File: src/rtl/memory_stage_lsu.sv
// Memory stage: load/store unit with req/ack data-memory port,
// lane alignment, load extension, exceptions and MEM/WB register.
module memory_stage_lsu #(
  parameter int DATA_WIDTH     = 64,
  parameter int REG_ADDR_WIDTH = 5,
  parameter int TIMEOUT        = 16
) (
  input  logic                      clk,
  input  logic                      rst_n,
  input  logic                      valid_m_i,
  input  logic                      reg_write_m_i,
  input  logic [1:0]                result_src_m_i,
  input  logic                      mem_read_m_i,
  input  logic                      mem_write_m_i,
  input  logic [2:0]                funct3_m_i,
  input  logic [DATA_WIDTH-1:0]     alu_result_m_i,
  input  logic [DATA_WIDTH-1:0]     rs2_data_m_i,
  input  logic [REG_ADDR_WIDTH-1:0] rd_addr_m_i,
  input  logic [DATA_WIDTH-1:0]     pc_plus_4_m_i,
  output logic                      stall_m_o,
  output logic                      dmem_req_o,
  output logic                      dmem_we_o,
  output logic [DATA_WIDTH-1:0]     dmem_addr_o,
  output logic [DATA_WIDTH-1:0]     dmem_wdata_o,
  output logic [DATA_WIDTH/8-1:0]   dmem_be_o,
  input  logic                      dmem_ack_i,
  input  logic [DATA_WIDTH-1:0]     dmem_rdata_i,
  output logic                      valid_w_o,
  output logic                      reg_write_w_o,
  output logic [1:0]                result_src_w_o,
  output logic [DATA_WIDTH-1:0]     read_data_w_o,
  output logic [DATA_WIDTH-1:0]     alu_result_w_o,
  output logic [REG_ADDR_WIDTH-1:0] rd_addr_w_o,
  output logic [DATA_WIDTH-1:0]     pc_plus_4_w_o,
  output logic                      exc_w_o,
  output logic [1:0]                exc_cause_w_o
);

  localparam int NB = DATA_WIDTH / 8;
  localparam int OW = $clog2(NB);
  localparam int CW = (TIMEOUT > 1) ? $clog2(TIMEOUT) : 1;
  localparam logic [CW-1:0] LAST = CW'(TIMEOUT - 1);

  typedef enum logic {
    S_IDLE,
    S_WAIT
  } state_t;

  typedef struct packed {
    logic                      valid;
    logic                      reg_write;
    logic [1:0]                result_src;
    logic [DATA_WIDTH-1:0]     read_data;
    logic [DATA_WIDTH-1:0]     alu_result;
    logic [REG_ADDR_WIDTH-1:0] rd_addr;
    logic [DATA_WIDTH-1:0]     pc_plus_4;
    logic                      exc;
    logic [1:0]                cause;
  } mem_wb_t;

  state_t          state;
  state_t          state_n;
  logic [CW-1:0]   count;
  logic [CW-1:0]   count_n;

  logic [OW-1:0]   offset;
  logic [1:0]      size_log;
  logic [OW-1:0]   amask;
  logic            too_big;
  logic            misaligned;
  logic            mem_op;
  logic            aligned_op;
  logic            mis_exc;
  logic            fire;
  logic            req;
  logic            stall;
  logic            exc;
  logic [1:0]      cause;

  logic [NB-1:0]         be_mask;
  logic [DATA_WIDTH-1:0] shifted;
  logic [DATA_WIDTH-1:0] lmask;
  logic                  sbit;
  logic [DATA_WIDTH-1:0] ext;

  mem_wb_t wb_d;
  mem_wb_t wb_q;

  assign offset   = alu_result_m_i[OW-1:0];
  assign size_log = funct3_m_i[1:0];
  assign too_big  = int'(size_log) > OW;
  assign mem_op   = valid_m_i
                  & (mem_read_m_i | mem_write_m_i);

  always_comb begin
    amask = '0;
    unique case (size_log)
      2'd0:    amask = '0;
      2'd1:    amask = OW'(1);
      2'd2:    amask = OW'(3);
      default: amask = OW'(7);
    endcase
  end

  assign misaligned = too_big | (|(offset & amask));
  assign aligned_op = mem_op & ~misaligned;
  assign mis_exc    = mem_op & misaligned;

  // Ack with the request still pending beats a same-cycle timeout.
  assign fire = (TIMEOUT != 0)
              & (state == S_WAIT)
              & (count == LAST)
              & aligned_op
              & ~dmem_ack_i;

  assign req   = rst_n & aligned_op;
  assign stall = req & ~dmem_ack_i & ~fire;

  always_comb begin
    state_n = state;
    unique case (state)
      S_IDLE:
        if (aligned_op && !dmem_ack_i)
          state_n = S_WAIT;
      S_WAIT:
        if (!aligned_op || dmem_ack_i || fire)
          state_n = S_IDLE;
      default:
        state_n = S_IDLE;
    endcase
  end

  always_comb begin
    count_n = '0;
    if (state == S_WAIT && state_n == S_WAIT)
      count_n = count + CW'(1);
  end

  always_ff @(posedge clk) begin
    if (!rst_n) begin
      state <= S_IDLE;
      count <= '0;
    end else begin
      state <= state_n;
      count <= count_n;
    end
  end

  always_comb begin
    be_mask = '0;
    unique case (size_log)
      2'd0:    be_mask = NB'(8'h01);
      2'd1:    be_mask = NB'(8'h03);
      2'd2:    be_mask = NB'(8'h0F);
      default: be_mask = NB'(8'hFF);
    endcase
  end

  assign stall_m_o  = stall;
  assign dmem_req_o = req;
  assign dmem_we_o  = req & mem_write_m_i;

  assign dmem_addr_o = req
    ? {alu_result_m_i[DATA_WIDTH-1:OW], {OW{1'b0}}}
    : '0;

  assign dmem_be_o = req ? (be_mask << offset) : '0;

  assign dmem_wdata_o = req
    ? (rs2_data_m_i << {offset, 3'b000})
    : '0;

  assign shifted = dmem_rdata_i >> {offset, 3'b000};

  always_comb begin
    lmask = '1;
    sbit  = 1'b0;
    unique case (size_log)
      2'd0: begin
        lmask = DATA_WIDTH'(8'hFF);
        sbit  = shifted[7];
      end
      2'd1: begin
        lmask = DATA_WIDTH'(16'hFFFF);
        sbit  = shifted[15];
      end
      2'd2: begin
        lmask = DATA_WIDTH'(32'hFFFF_FFFF);
        sbit  = shifted[31];
      end
      default: begin
        lmask = '1;
        sbit  = shifted[DATA_WIDTH-1];
      end
    endcase
  end

  // funct3[2] selects the unsigned load variants.
  assign ext = (shifted & lmask)
             | ((~funct3_m_i[2] & sbit) ? ~lmask : '0);

  always_comb begin
    cause = 2'b00;
    unique case (1'b1)
      fire:                     cause = 2'b11;
      mis_exc & mem_write_m_i:  cause = 2'b10;
      mis_exc & ~mem_write_m_i: cause = 2'b01;
      default:                  cause = 2'b00;
    endcase
  end

  assign exc = fire | mis_exc;

  always_comb begin
    wb_d = '0;
    if (!stall) begin
      wb_d.valid      = valid_m_i;
      wb_d.reg_write  = valid_m_i
                      & reg_write_m_i
                      & ~exc;
      wb_d.result_src = result_src_m_i;
      wb_d.read_data  = ext;
      wb_d.alu_result = alu_result_m_i;
      wb_d.rd_addr    = rd_addr_m_i;
      wb_d.pc_plus_4  = pc_plus_4_m_i;
      wb_d.exc        = exc;
      wb_d.cause      = cause;
    end
  end

  always_ff @(posedge clk) begin
    if (!rst_n)
      wb_q <= '0;
    else
      wb_q <= wb_d;
  end

  assign valid_w_o      = wb_q.valid;
  assign reg_write_w_o  = wb_q.reg_write;
  assign result_src_w_o = wb_q.result_src;
  assign read_data_w_o  = wb_q.read_data;
  assign alu_result_w_o = wb_q.alu_result;
  assign rd_addr_w_o    = wb_q.rd_addr;
  assign pc_plus_4_w_o  = wb_q.pc_plus_4;
  assign exc_w_o        = wb_q.exc;
  assign exc_cause_w_o  = wb_q.cause;

endmodule
File: config.mk
export PLATFORM = sky130hd
export DESIGN_NAME = memory_stage_lsu
export DESIGN_NICKNAME = d
export VERILOG_FILES = /design/src/rtl/memory_stage_lsu.sv
export SDC_FILE = /design/constraint.sdc
export NUM_CORES = 1
export LEC_CHECK = 0
export ABC_AREA = 1
export CORE_AREA = 2 2 242 244
export DETAILED_ROUTE_END_ITERATION = 12
export DIE_AREA = 0 0 244 246
export PLACE_DENSITY = 0.4
export SLEW_MARGIN = 10
export SYNTH_ARGS = -nofsm -noshare
export SYNTH_HDL_FRONTEND = slang
export SYNTH_SLANG_ARGS = --single-unit
File: constraint.sdc
create_clock -name clk -period 2.8 [get_ports clk]
set_input_delay 0.7 -clock clk [delete_from_list [all_inputs] [get_ports clk]]
set_output_delay 0.7 -clock clk [all_outputs]
set_load 0.03 [all_outputs]
==> flow_summary_export.csv <==
group,metric,value,unit
synth,synth_compound_area_frac,0.192,
grt,grt_pass1_wl,80.7,mm
die,fp.dieW,244,um
synth,synth.distinct_cells,36,
cts,cts_tree,"done",
timing,period_minus_slack,2.81,ns
routing,m1WireLength,20.9,mm
synth,synth-seq-cells,209,
timing,worstMarginPinSlew,0.786,ns
timing,setup_viol,1,
grt,grt_util_all_layers,0.181,
power_and_ir_drop,ir_drop,0.352,mV
timing,finalClockSkew,0.0245,ns
critical_path,critPathSlowestCell,"a211oi_4",
placement,post-dp-hpwl,45.1,mm
synth,syn-cell-area,0.0101,sq mm
synth,synth_cells,1440,
critical_path,crit_fanout,6,
placement,routabilityCongestion,0.863,
synth,synth_top_area_share,0.416,
grt,grt_remaining_overflow,0,
die,start_util,0.175,
synth,ys_async_sr_fraction,0,
synth,synth-edff-count,0,
routing,drc,0,
routing,postRouteAntennaNets,0,
timing,post-route-period-util,1.00,
synth,yosys.area.top_type,"dfxtp_1",
timing,holdWs,0.458,ns
cts,cts_root_buf,"clkbuf_16",
cts,clk_pin_slew,0.05,ns
routing,first_iter_violations,636,
layout,area_delta_synth_final,96.7,%
cts,clk_latency,0.55,ns
synth,synth_xor_area_frac,0.000871,
power_and_ir_drop,leakage,8.61,nW
timing,fin_tns_setup,-0.0140,ns
hold_path,hold_start,"count[0]",
outcome,status,"complete, but fails checks",
timing,max_clock_freq,355,MHz
synth,synth_fa_ha_area_frac,0.00124,
synth,synth_top_flop_cell,"dfxtp_1",
timing,grt_setup_unrepaired,"yes",
timing,worst_slack,-0.0140,ns
routing,route.met2.wl,29.9,mm
synth,synth_top_family_by_area,"simple AND/OR/NAND/NOR gates",
cts,clock_path_buffers,3,
critical_path,end_kind,"primary output",
routing,drt_wl_total,57.3,mm
critical_path,worst-path-buf-inv,5,
run,max-cap-violations,0,
placement,port_buffers,612,
critical_path,crit_path_start_kind,"primary input",
cts,postCtsHoldBufs,0,
critical_path,slowest_delay,0.29,ns
synth,yosysWarnings,0,
synth,synth_most_common_cell,"inv_1",
critical_path,cp-startpoint,"alu_result_m_i[0]",
synth,synth_common_cells,"inv_1, dfxtp_1, nor2_1",
synth,yosysSeqAreaShare,0.416,
die,die_area,0.0600,sq mm
routing,first_pass_iters,5,
critical_path,crit_chain,"buf_16, inv_8, o21ai_4, a21oi_4, nand3_4, buf_12, buf_16, a211oi_4, buf_12",
grt,grt_max_degree,86,
routing,viasPerCell,4.13,
layout,drive_above_1_share,0.261,
die,core_area,0.0574,sq mm
cts,numCtsBuffers,27,
routing,vias,12000,
hold_path,hold_path_class,"register to register",
layout,nNetsFinal,2398,
synth,synth_top_cells_by_area,"dfxtp_1, inv_1, nor2_1",
grt,grt_pass1_vias,12100,
timing,slew_viol_final,0,
die,die_h,246,um
cts,cts_htree_levels,1,
routing,wl_met3,4.91,mm
routing,maxUsedRoutingLayer,"met5",
outcome,violations,"setup timing",
synth,synth.avg_cell_area,6.98,sq um
critical_path,path_class,"primary input to primary output",
die,ios,616,
critical_path,cp.arrival,2.11,ns
die,rows,88,
timing,slew_headroom,0.476,
timing,hold_viol,0,
power_and_ir_drop,powerDensity,462,mW/mm^2
critical_path,r2r_start,"count[0]",
synth,muxShareOfSynthArea,0.00398,
grt,grt_antenna_before_repair,32,
synth,yosys.area_share.simple,0.237,
critical_path,critPathRequiredTime,2.10,ns
cts,cts.sinks,209,
critical_path,crit_family,"buffers and inverters",
routing,wire_per_inst,19.7,um
[metrics by stage]
step	util	worst slack, ns	power [mW]	cell area (sq um)	std cells
finish	0.345	-0.0140	9.13	19800	2910
global route	0.345	-0.0673	9.58	19800	2907
CTS	0.338	-0.0287	9.24	19400	2900
detailed placement	0.314	-0.457	5.74	18000	2839
global placement	0.314	-0.434	5.75	18000	2839
floorplan	-	-0.161	4.47	10500	1442
[worst paths after layout]
| kind | endpoint | slack, ns | depth (start not counted) |
|---|---|---|---|
| max | dmem_wdata_o[40] | -0.01 | 9 |
| min | count[0] | 0.46 | 1 |
| max reg2reg | read_data_w_o[12] | 1.14 | 9 |
| min reg2reg | count[0] | 0.46 | 1 |
[registers in the layout, indices dropped and copies added, names as in the netlist]
register / cells
exc_cause_w_o: 2
count: 4
pc_plus_4_w_o: 64
alu_result_w_o: 64
read_data_w_o: 64
reg_write_w_o: 1
exc_w_o: 1
result_src_w_o: 2
valid_w_o: 1
state: 1
rd_addr_w_o: 5
[final cells by class]
class,count,area [sq um]
Antenna cell,6,15.0
Clock buffer,34,752
Clock inverter,10,108
Fill cell,6044,37600
Inverter,230,900
Multi-Input combinational cell,894,5120
Sequential cell,209,4180
Tap cell,765,957
Timing Repair Buffer,762,7730
[routing by layer]
| metal | global-route usage | vias up |
|---|---|---|
| li1 | - | 5902 |
| met1 | 0.191 | 5489 |
| met2 | 0.342 | 456 |
| met3 | 0.0647 | 107 |
| met4 | 0.0400 | 50 |
| met5 | 0 | - |
[where the power goes]
part / leakage, nW / internal, mW / total (mW) / switching (mW)
sequential: 1.73 / 3.15 / 3.20 / 0.0497
combinational: 6.46 / 1.15 / 2.59 / 1.45
clock: 0.417 / 1.99 / 3.33 / 1.34
total: 8.61 / 6.29 / 9.13 / 2.84
[repair_timing]
action / in CTS / in global routing
pin swaps: 9 / 20
setup endpoints to repair: 135 / 93
setup buffers: 11 / 4
gates resized for setup: 90 / 109
hold endpoints to repair: 0 / 0
gates cloned: 7 / 3
[kinds of logic after synthesis]
kind of cell | Yosys count
AND/OR/NAND/NOR | 547
buffers and inverters | 339
flip-flops | 209
XOR/XNOR | 1
other | 1
multiplexers | 4
AO/OA/AOI/OAI | 338
adder cells (fa/ha/maj) | 1
[layout by cell type (no fill, tap or decap), types with 4 or more instances in the layout]
cell and n:
a21oi_2 4, clkdlybuf4s50_1 462, buf_16 7, buf_6 31, nor3_1 7, o21ai_0 83
a211oi_2 4, nor2_2 123, clkbuf_16 30, o21ai_1 35, clkinvlp_4 4, inv_4 5
a21oi_1 117, diode_2 6, dfxtp_1 209, nor2_4 26, nand2_1 198, a211oi_4 6
o22ai_1 15, o21ai_2 10, mux2i_1 4, buf_4 210, a221oi_2 7, buf_12 38
nand3_1 26, a221oi_4 8, dlygate4sd2_1 6, nor2_1 150, clkbuf_8 5, inv_1 216
inv_2 5, o211ai_1 33, o31ai_1 4
Power figures use the tool's default switching activity.
